==> src/rtl/muldiv_pkg.sv <==
// Shared types and helpers for the iterative multiply/divide sequencer.
//   md_op_t    : operation encoding as driven by the control unit
//   md_state_t : sequencer state encoding
//   MD_WIDTH   : default operand width
package muldiv_pkg;

  localparam int MD_WIDTH = 32;

  typedef enum logic [1:0] {OP_MULT, OP_MULTU, OP_DIV, OP_DIVU} md_op_t;
  typedef enum logic [1:0] {S_IDLE, S_RUN, S_FIX} md_state_t;

  // True for DIV/DIVU; selects the restoring-divide datapath.
  function automatic logic op_is_div(input md_op_t op);
    logic res;
    case (op)
      OP_DIV, OP_DIVU: res = 1'b1;
      default:         res = 1'b0;
    endcase
    return res;
  endfunction

  // True for MULT/DIV; operands are two's-complement and need sign handling.
  function automatic logic op_is_signed(input md_op_t op);
    logic res;
    case (op)
      OP_MULT, OP_DIV: res = 1'b1;
      default:         res = 1'b0;
    endcase
    return res;
  endfunction

endpackage

==> src/rtl/muldiv_step.sv <==
// One radix-2 iteration of the multiply/divide loop, purely combinational.
// Ports:
//   div_mode         : 1 = restoring divide step, 0 = shift-add multiply step
//   work_hi, work_lo : current working pair (accumulator / {rem, quot})
//   opd              : multiplicand (multiply) or divisor (divide) magnitude
//   next_hi, next_lo : working pair after this iteration
// Multiply keeps the multiplier in work_lo and shifts the product in from the
// top; divide shifts the dividend out of work_lo into the remainder.
module muldiv_step
  import muldiv_pkg::*;
#(
  parameter int WIDTH = MD_WIDTH
) (
  input  logic             div_mode,
  input  logic [WIDTH-1:0] work_hi,
  input  logic [WIDTH-1:0] work_lo,
  input  logic [WIDTH-1:0] opd,
  output logic [WIDTH-1:0] next_hi,
  output logic [WIDTH-1:0] next_lo
);

  logic [WIDTH:0] sum_s;
  logic [WIDTH:0] rem_sh_s;
  logic [WIDTH:0] diff_s;

  // Single add/shift or subtract/shift iteration.
  always_comb begin
    sum_s    = {1'b0, work_hi} + {1'b0, opd};
    rem_sh_s = {work_hi, work_lo[WIDTH-1]};
    // rem < divisor holds between steps, so the difference fits in WIDTH+1
    // signed bits and the top bit is a reliable "negative" flag.
    diff_s   = rem_sh_s - {1'b0, opd};
    next_hi  = work_hi;
    next_lo  = work_lo;
    if (div_mode) begin
      if (!diff_s[WIDTH]) begin
        next_hi = diff_s[WIDTH-1:0];
        next_lo = {work_lo[WIDTH-2:0], 1'b1};
      end else begin
        next_hi = rem_sh_s[WIDTH-1:0];
        next_lo = {work_lo[WIDTH-2:0], 1'b0};
      end
    end else begin
      if (work_lo[0]) begin
        // Carry out of the add re-enters as the new top bit after the shift.
        next_hi = sum_s[WIDTH:1];
        next_lo = {sum_s[0], work_lo[WIDTH-1:1]};
      end else begin
        next_hi = {1'b0, work_hi[WIDTH-1:1]};
        next_lo = {work_hi[0], work_lo[WIDTH-1:1]};
      end
    end
  end

endmodule

==> src/rtl/muldiv_seq.sv <==
// Iterative multiply/divide sequencer owning the HI/LO result pair.
// Ports:
//   clk, rst     : clock; asynchronous active-low reset
//   start, op    : one-cycle request (sampled in IDLE) and operation
//   a, b         : rs / rt operands
//   busy         : sequencer not idle
//   done         : one-cycle pulse when hi/lo carry a new result
//   stall_req    : hold fetch (busy, or a request arriving while idle)
//   hi, lo       : product halves, or remainder / quotient
//   div_by_zero  : pulses with done when the finished divide had b == 0
// Flow: IDLE -(start)-> RUN for WIDTH iterations -> FIX (sign correction,
// result write) -> IDLE. Result latency is WIDTH+1 edges after start.
module muldiv_seq
  import muldiv_pkg::*;
#(
  parameter int WIDTH = MD_WIDTH,
  parameter int CNT_W = $clog2(WIDTH)
) (
  input  logic             clk,
  input  logic             rst,
  input  logic             start,
  input  logic [1:0]       op,
  input  logic [WIDTH-1:0] a,
  input  logic [WIDTH-1:0] b,
  output logic             busy,
  output logic             done,
  output logic             stall_req,
  output logic [WIDTH-1:0] hi,
  output logic [WIDTH-1:0] lo,
  output logic             div_by_zero
);

  localparam logic [WIDTH-1:0]   ONE_W  = {{(WIDTH-1){1'b0}}, 1'b1};
  localparam logic [2*WIDTH-1:0] ONE_2W = {{(2*WIDTH-1){1'b0}}, 1'b1};
  localparam logic [CNT_W-1:0]   CNT_ONE = {{(CNT_W-1){1'b0}}, 1'b1};
  localparam logic [CNT_W-1:0]   CNT_LOAD = CNT_W'(WIDTH-1);

  md_state_t        state_r, state_s;
  md_op_t           op_r;
  md_op_t           op_in_s;
  logic             sign_a_r, sign_b_r, b_zero_r;
  logic [WIDTH-1:0] a_raw_r;
  logic [WIDTH-1:0] opd_r;
  logic [WIDTH-1:0] work_hi_r, work_lo_r;
  logic [CNT_W-1:0] cnt_r;
  logic [WIDTH-1:0] hi_r, lo_r;
  logic             done_r, dbz_r;

  logic             in_signed_s;
  logic [WIDTH-1:0] a_mag_s, b_mag_s;
  logic [WIDTH-1:0] step_hi_s, step_lo_s;
  logic [WIDTH-1:0] fix_hi_s, fix_lo_s;
  logic [2*WIDTH-1:0] prod_s;

  assign op_in_s     = md_op_t'(op);
  assign in_signed_s = op_is_signed(op_in_s);
  // Magnitude of the most negative value wraps to itself, which is the
  // correct unsigned magnitude.
  assign a_mag_s     = (in_signed_s && a[WIDTH-1]) ? (~a + ONE_W) : a;
  assign b_mag_s     = (in_signed_s && b[WIDTH-1]) ? (~b + ONE_W) : b;
  assign prod_s      = {work_hi_r, work_lo_r};

  assign busy        = (state_r != S_IDLE);
  assign stall_req   = busy | (start & (state_r == S_IDLE));
  assign done        = done_r;
  assign div_by_zero = dbz_r;
  assign hi          = hi_r;
  assign lo          = lo_r;

  muldiv_step #(
    .WIDTH(WIDTH)
  ) u_step (
    .div_mode (op_is_div(op_r)),
    .work_hi  (work_hi_r),
    .work_lo  (work_lo_r),
    .opd      (opd_r),
    .next_hi  (step_hi_s),
    .next_lo  (step_lo_s)
  );

  // State register.
  always_ff @(posedge clk or negedge rst) begin
    if (!rst) begin
      state_r <= S_IDLE;
    end else begin
      state_r <= state_s;
    end
  end

  // Next-state logic.
  always_comb begin
    state_s = state_r;
    case (state_r)
      S_IDLE: begin
        if (start) state_s = S_RUN;
        else       state_s = S_IDLE;
      end
      S_RUN: begin
        if (cnt_r == {CNT_W{1'b0}}) state_s = S_FIX;
        else                        state_s = S_RUN;
      end
      S_FIX:   state_s = S_IDLE;
      default: state_s = S_IDLE;
    endcase
  end

  // Sign correction and divide-by-zero override applied in FIX.
  always_comb begin
    fix_hi_s = work_hi_r;
    fix_lo_s = work_lo_r;
    if (op_is_div(op_r)) begin
      if (b_zero_r) begin
        fix_lo_s = {WIDTH{1'b1}};
        fix_hi_s = a_raw_r;
      end else begin
        // The -2^(W-1) / -1 case has equal signs, so the quotient magnitude
        // 0x80..0 passes through un-negated and wraps as required.
        if (sign_a_r ^ sign_b_r) fix_lo_s = ~work_lo_r + ONE_W;
        else                     fix_lo_s = work_lo_r;
        if (sign_a_r) fix_hi_s = ~work_hi_r + ONE_W;
        else          fix_hi_s = work_hi_r;
      end
    end else begin
      if (sign_a_r ^ sign_b_r) {fix_hi_s, fix_lo_s} = ~prod_s + ONE_2W;
      else                     {fix_hi_s, fix_lo_s} = prod_s;
    end
  end

  // Operand capture, iteration datapath and result registers.
  always_ff @(posedge clk or negedge rst) begin
    if (!rst) begin
      op_r      <= OP_MULT;
      sign_a_r  <= 1'b0;
      sign_b_r  <= 1'b0;
      b_zero_r  <= 1'b0;
      a_raw_r   <= {WIDTH{1'b0}};
      opd_r     <= {WIDTH{1'b0}};
      work_hi_r <= {WIDTH{1'b0}};
      work_lo_r <= {WIDTH{1'b0}};
      cnt_r     <= {CNT_W{1'b0}};
      hi_r      <= {WIDTH{1'b0}};
      lo_r      <= {WIDTH{1'b0}};
      done_r    <= 1'b0;
      dbz_r     <= 1'b0;
    end else begin
      done_r <= 1'b0;
      dbz_r  <= 1'b0;
      case (state_r)
        S_IDLE: begin
          if (start) begin
            op_r      <= op_in_s;
            sign_a_r  <= in_signed_s & a[WIDTH-1];
            sign_b_r  <= in_signed_s & b[WIDTH-1];
            b_zero_r  <= (b == {WIDTH{1'b0}});
            a_raw_r   <= a;
            cnt_r     <= CNT_LOAD;
            work_hi_r <= {WIDTH{1'b0}};
            if (op_is_div(op_in_s)) begin
              work_lo_r <= a_mag_s;
              opd_r     <= b_mag_s;
            end else begin
              // Multiplier sits in the low half and is consumed LSB first.
              work_lo_r <= b_mag_s;
              opd_r     <= a_mag_s;
            end
          end
        end
        S_RUN: begin
          work_hi_r <= step_hi_s;
          work_lo_r <= step_lo_s;
          if (cnt_r != {CNT_W{1'b0}}) cnt_r <= cnt_r - CNT_ONE;
        end
        S_FIX: begin
          hi_r   <= fix_hi_s;
          lo_r   <= fix_lo_s;
          done_r <= 1'b1;
          dbz_r  <= op_is_div(op_r) & b_zero_r;
        end
        default: begin
          done_r <= 1'b0;
        end
      endcase
    end
  end

endmodule

==> config.mk <==
export PLATFORM = sky130hd
export DESIGN_NAME = muldiv_seq
export DESIGN_NICKNAME = d
export VERILOG_FILES = /design/src/rtl/muldiv_pkg.sv /design/src/rtl/muldiv_step.sv /design/src/rtl/muldiv_seq.sv
export SDC_FILE = /design/constraint.sdc
export NUM_CORES = 1
export LEC_CHECK = 0
export CAP_MARGIN = 5
export CORE_UTILIZATION = 65
export DETAILED_ROUTE_END_ITERATION = 6
export PLACE_DENSITY_LB_ADDON = 0.1
export SYNTH_ARGS = -nofsm -noshare
export SYNTH_HDL_FRONTEND = slang
export SYNTH_SLANG_ARGS = --single-unit
==> constraint.sdc <==
create_clock -name clk -period 6 [get_ports clk]
set_input_delay 1.2 -clock clk [delete_from_list [all_inputs] [get_ports clk]]
set_output_delay 1.2 -clock clk [all_outputs]
set_load 0.05 [all_outputs]
# == Yosys cells after proc, flatten, opt, wreduce, memory -nomap -nowiden ==
# Index checks and enable logic that the tools add are counted.
# word_totals
word_cells,92
ff_bits,206
out_inout_bits,68
# op_classes
muxes,36
eq_ne,8
n_addsub,8
bitwise,11
n_reduce_logical,15
# ops
operator,count
2-to-1 mux 32 bit,19
"adder 32 x 1 -> 32 bit, second input constant",4
inverter 32 bit,4
case mux 32 bit (2 select lines),2
"adder 64 x 1 -> 64 bit, second input constant",1
inverter 64 bit,1
adder 32 x 32 -> 33 bit,1
subtractor 33 x 32 -> 33 bit,1
logical NOT 32 bit,1
"equality test 2 bit, second input constant",5
2-to-1 mux 1 bit,10
2-to-1 mux 5 bit,2
case mux 5 bit (2 select lines),1
OR reduction 2 bit,3
logical NOT 5 bit,1
nonzero test 5 bit,1
"subtractor 5 x 1 -> 5 bit, second input constant",1
AND 1 bit,4
logical NOT 2 bit,2
"!= test 2 bit, second input constant",2
case mux 2 bit (2 select lines),1
AND reduction 2 bit,2
nonzero test 2 bit,2
AND reduction 3 bit,1
5 further kinds,6

# == Depth between registers and ports, before layout ==
# logic_depth
word_depth,8
mapped_depth,15
ltp_nobuf,13

# == Hierarchy ==
# Synthesis repeated with hierarchy kept, for this count alone.
# unflattened
hier_cells,2187
area_unflattened_um2,17370.4
# by_module_without_submodules
module,instances,area_each_um2,seq_area_each_um2,cells_per_inst
muldiv_seq,1,12523.3,5129.9,1495
muldiv_step,1,4847.1,0.0,692

# == Least setup slack after synthesis ==
# No wires, ideal clock.
# synth_timing
kind,input-to-reg
start,input port b[10]
end,register work_lo_r[28]
path_stages,10
setup_slack_ns,2.346
path_buffers,0
setup_ns,0.078
required_ns,5.922
arrival_ns,3.576
cell_sequence,or4_1 nor3_1 nand3_1 or4_1 o21ai_0 xnor2_1 nor2_1 a211oi_1 a21oi_1 a21oi_1
# synth_via
elab_chain_len,6
# synth_lines
item,line_no,rtl
from (decl),muldiv_seq.sv:24,"input logic [WIDTH-1:0] b,"
inverter 32 bit,muldiv_seq.sv:60,assign b_mag_s = (in_signed_s && b[WIDTH-1]) ? (~b + ONE_W) : b;
adder 32 x 1 -> 32 bit,muldiv_seq.sv:60,
2-to-1 mux 32 bit,muldiv_seq.sv:60,
2-to-1 mux 32 bit,muldiv_seq.sv:158,if (op_is_div(op_in_s)) begin
2-to-1 mux 32 bit,muldiv_seq.sv:150,if (start) begin
case mux 32 bit (2 select lines),muldiv_seq.sv:148,case (state_r)
to (signal assigned),muldiv_seq.sv:159,work_lo_r <= a_mag_s;
to (signal assigned),muldiv_seq.sv:163,work_lo_r <= b_mag_s;
to (signal assigned),muldiv_seq.sv:170,work_lo_r <= step_lo_s;
to (decl),muldiv_seq.sv:44,"logic [WIDTH-1:0] work_hi_r, work_lo_r;"
# Every way passes these cells. The select of a mux whose other input is x is not followed.
# A chain may end at the register's enable or synchronous reset.

# == Final worst setup path ==
# layout_timing
start,register work_hi_r[0]
end,register work_hi_r[25]
# layout_via
elab_chain_len,4
# layout_lines
item,line_no,rtl
from (decl),muldiv_seq.sv:44,
from (signal assigned),muldiv_seq.sv:138,work_hi_r <= {WIDTH{1'b0}};
from (signal assigned),muldiv_seq.sv:157,work_hi_r <= {WIDTH{1'b0}};
from (signal assigned),muldiv_seq.sv:169,work_hi_r <= step_hi_s;
subtractor 33 x 32 -> 33 bit / adder 32 x 32 -> 33 bit (equally long branches),"muldiv_step.sv:32, muldiv_step.sv:28",
"2-to-1 mux 32 bit, on equally long branches","muldiv_step.sv:36, muldiv_step.sv:44",
2-to-1 mux 32 bit (*),muldiv_step.sv:35,if (div_mode) begin
case mux 32 bit (2 select lines) (*),muldiv_seq.sv:148,
# Mark *: on every way between the ends. The rest lies on a longest branch, timed or not.

==> impl_metrics.tcl <==
set metrics [dict create \
    hp-start "hi[6]$_DFFE_PN0P_" \
    dieArea_sq_um 26000 \
    slowest_stage "xor2_4" \
    slowest_delay_ns 0.66 \
    via_per_inst 6.84 \
    synth_compound_area_share_pct 23.5 \
    synth_top_family_by_area "compound AO/OA/AOI/OAI gates" \
    power.leakage_nw 7.81 \
    synth_edf_count 0 \
    cp-end-kind "register" \
    drt_iter0_markers 2194 \
    timing_hold_violations_final 0 \
    antenna_found_initial 2 \
    slew_headroom_pct 16.8 \
    clk_latency_ns 0.53 \
    gp_congestion 1.05 \
    setup_viol 0 \
    slew_violations 0 \
    status "finished clean" \
    cts.path.max_buffers 3 \
    rows 57 \
    initial_core_util_pct 67.1 \
    clockRootBuffer "clkbuf_16" \
    p_int_mw 6.12 \
    drt-pass1-iter-count 6 \
    cts_tree "done" \
    via_count 16900 \
    yosys.area.top_type "dfrtp_1" \
    post_cts_buffers 0 \
    synth-seq-cells 205 \
    path_buf_inv 2 \
    wl_mm 59.2 \
    utilization_pct 76.6 \
    fin_crit_sh_pct 72.2 \
    worstHoldPathCells 2 \
    wl_met2_mm 26.0 \
    core_sq_um 24600 \
    die_w_um 161 \
    crit_arrival_ns 4.75 \
    drv_cap 0 \
    synthMuxAreaShare_pct 5.84 \
    ctsHoldBuffers 0 \
    path_class "reg -> reg" \
    vdd_ir_drop_max_uv 755 \
    switching_share_pct 50.7 \
    pwr-share-clk_pct 13.2 \
    tightest_slew_ns 1.24 \
    p_switching_mw 6.29 \
    yosysMostFrequentCell "nand2_1" \
    clock-sinks 205 \
    fmax_mhz 231 \
    synth-xor-area-share_pct 10.9 \
    grtUsageTotal_pct 45.4 \
    worstHoldPathType "reg -> reg" \
    dp_hpwl_mm 43.1 \
    path_cells "inv_1 -> fa_1 -> nand2b_1 -> a21o_1 -> a311o_1 -> a21oi_1 -> nor3_1 -> o21ai_1 -> xor2_4 -> buf_12 -> mux2_2 -> o22ai_1 -> nor2_1" \
    yosysSeqAreaShare_pct 31.1 \
    grt_first_pass_wirelength_mm 90.9 \
    ios 137 \
    min_to "hi[6]$_DFFE_PN0P_" \
    synth_cells 2090 \
    numCtsBuffers 24 \
    r2r_slack_ns 1.67 \
    top_layer "met5" \
    portBuffers 136 \
    synthTopCellsByArea "dfrtp_1 31%, nand2_1 6.6%, xnor2_1 6.3%" \
    power.total_mw 12.4 \
    grt_start_max_net_pins 118 \
    fin_crit_ns 4.33 \
    crit_family "compound AO/OA/AOI/OAI gates" \
    r2r_cells 13 \
    synthAdderAreaFrac_pct 5.47 \
    final.setup.tns_ns 0 \
    p_per_area_nw_per_um2 659 \
    reg2reg_to "work_hi_r[25]$_DFFE_PN0P_" \
    p_seq_share_pct 22.6 \
    synth_top_area_share_pct 31.1 \
    synth-main-ff-cell "dfrtp_1" \
    async_flop_share_pct 100 \
    first_global_vias 16000 \
    syn_avg_cell_area_sq_um 7.90 \
    grt_setup_unrepaired "false" \
    syn_to_final_growth_pct 14.2 \
    wl_met3_mm 7.16 \
    synth.distinct_cells 71 \
    clock_skew_ns 0.0104 \
    clk_transition_reported_paths_ns 0.06 \
    synthSimpleGateAreaFrac_pct 18.3 \
    drive_gt1_share_pct 4.58 \
    route.layer.met1.wl_mm 21.9 \
    syn_nets 2230 \
    die_y_um 161 \
    cts_resized 0 \
    route.detailed.drc 0 \
    p_comb_share_pct 64.2 \
    start_kind "register" \
    r2r-start "work_hi_r[0]$_DFFE_PN0P_" \
    avgRoutedWirePerCell_um 24.0 \
    synth_area_sq_um 16500 \
    ant_nets 0 \
    crit_fanout 26 \
    yosys_warnings 0 \
    grt-ovfl-total 0 \
    final_nets 2265 \
    synthTopCellsByCount "288 x nand2_1, 205 x dfrtp_1, 193 x a21oi_1" \
    cp.required_ns 6.42 \
    ctsHtreeMaxLevel 1 \
]
cell families after synthesis:
| group | Yosys count |
|---|---|
| and+or+nand+nor | 669 |
| buffers and inverters | 210 |
| AOI/OAI and AO/OA | 634 |
| muxes | 96 |
| adders and majority gates | 71 |
| xor gates and xnor gates | 205 |
| DFF | 205 |
tightest hold or removal path, cell delays in order (launching register included):
cell and delay (ns):
dfrtp_1 0.34, nand2_1 0.05, nand2_1 0.05
registers in the layout, summed over array words and instances, names as in the netlist, 2 cells and up:
| name | cells |
|---|---|
| a_raw_r | 32 |
| hi | 32 |
| lo | 32 |
| opd_r | 32 |
| work_hi_r | 32 |
| work_lo_r | 32 |
| cnt_r | 5 |
| state_r | 2 |
power by group through the flow:
stage / clock (mW) / combinational [mW] / sequential (mW)
3_5_place_dp: 0 / 7.68 / 2.76
4_1_cts: 1.63 / 7.76 / 2.75
3_3_place_gp: 0 / 7.48 / 2.74
6_report: 1.64 / 7.96 / 2.81
2_1_floorplan: 0 / 5.96 / 2.37
5_1_grt: 1.68 / 8.64 / 2.83
per-layer routing:
layer / GRT usage, % / up-vias
met5: 0 / -
met4: 26.7 / 2
met3: 10.6 / 265
met2: 70.3 / 1172
met1: 58.2 / 7953
li1: - / 7474
final cells by class:
cell class / instances / area (sq um)
multi-input combinational: 1675 / 10600
fill: 1838 / 5760
sequential: 205 / 5130
timing repair buffer: 164 / 1600
clock buffer: 31 / 678
tap: 324 / 405
inverter: 55 / 206
clock inverter: 12 / 194
antenna: 1 / 2.50
cell usage in the layout (no fill, tap or decap), drive strengths merged, types with 8 or more instances in the layout:
cell / instances
o21ai: 195
ha: 69
buf: 29
nor3: 35
a211oi: 47
nand4: 8
clkdlybuf4s50: 134
nand2b: 31
nor2b: 17
a21oi: 193
mux2i: 94
a21o: 27
and3: 9
o41ai: 17
xnor2: 118
nor2: 173
clkbuf: 32
dfrtp: 205
xor2: 87
a31oi: 21
nand3: 27
o221ai: 12
nor4: 21
inv: 56
o21a: 10
o31ai: 20
o211ai: 40
or3: 19
or2: 8
nand2: 288
or4: 16
worst max-delay path by stage:
stage	startpoint	end	slack (ns)	cells after the start
final	work_hi_r[0]$_DFFE_PN0P_	work_hi_r[25]$_DFFE_PN0P_	1.67	13
after global routing	work_hi_r[0]$_DFFE_PN0P_	work_hi_r[25]$_DFFE_PN0P_	1.51	13
after CTS	work_hi_r[0]$_DFFE_PN0P_	work_hi_r[25]$_DFFE_PN0P_	1.79	13
after detailed placement	b[0]	work_lo_r[25]$_DFFE_PN0P_	1.35	10
after global placement	b[0]	work_lo_r[25]$_DFFE_PN0P_	1.45	10
after floorplan	b[10]	work_lo_r[28]$_DFFE_PN0P_	2.35	10
stage by stage:
stage / cells / instance area [sq um] / hold slack (ns) / worst slack (ns)
after floorplan: 2090 / 16500 / 0.445 / 2.35
after global placement: 2423 / 18000 / 0.452 / 1.45
after detailed placement: 2423 / 18000 / 0.463 / 1.35
after CTS: 2466 / 18800 / 0.478 / 1.79
after global routing: 2466 / 18800 / 0.499 / 1.51
final: 2467 / 18800 / 0.473 / 1.67
Note: power is estimated with default switching activity, not from simulation.
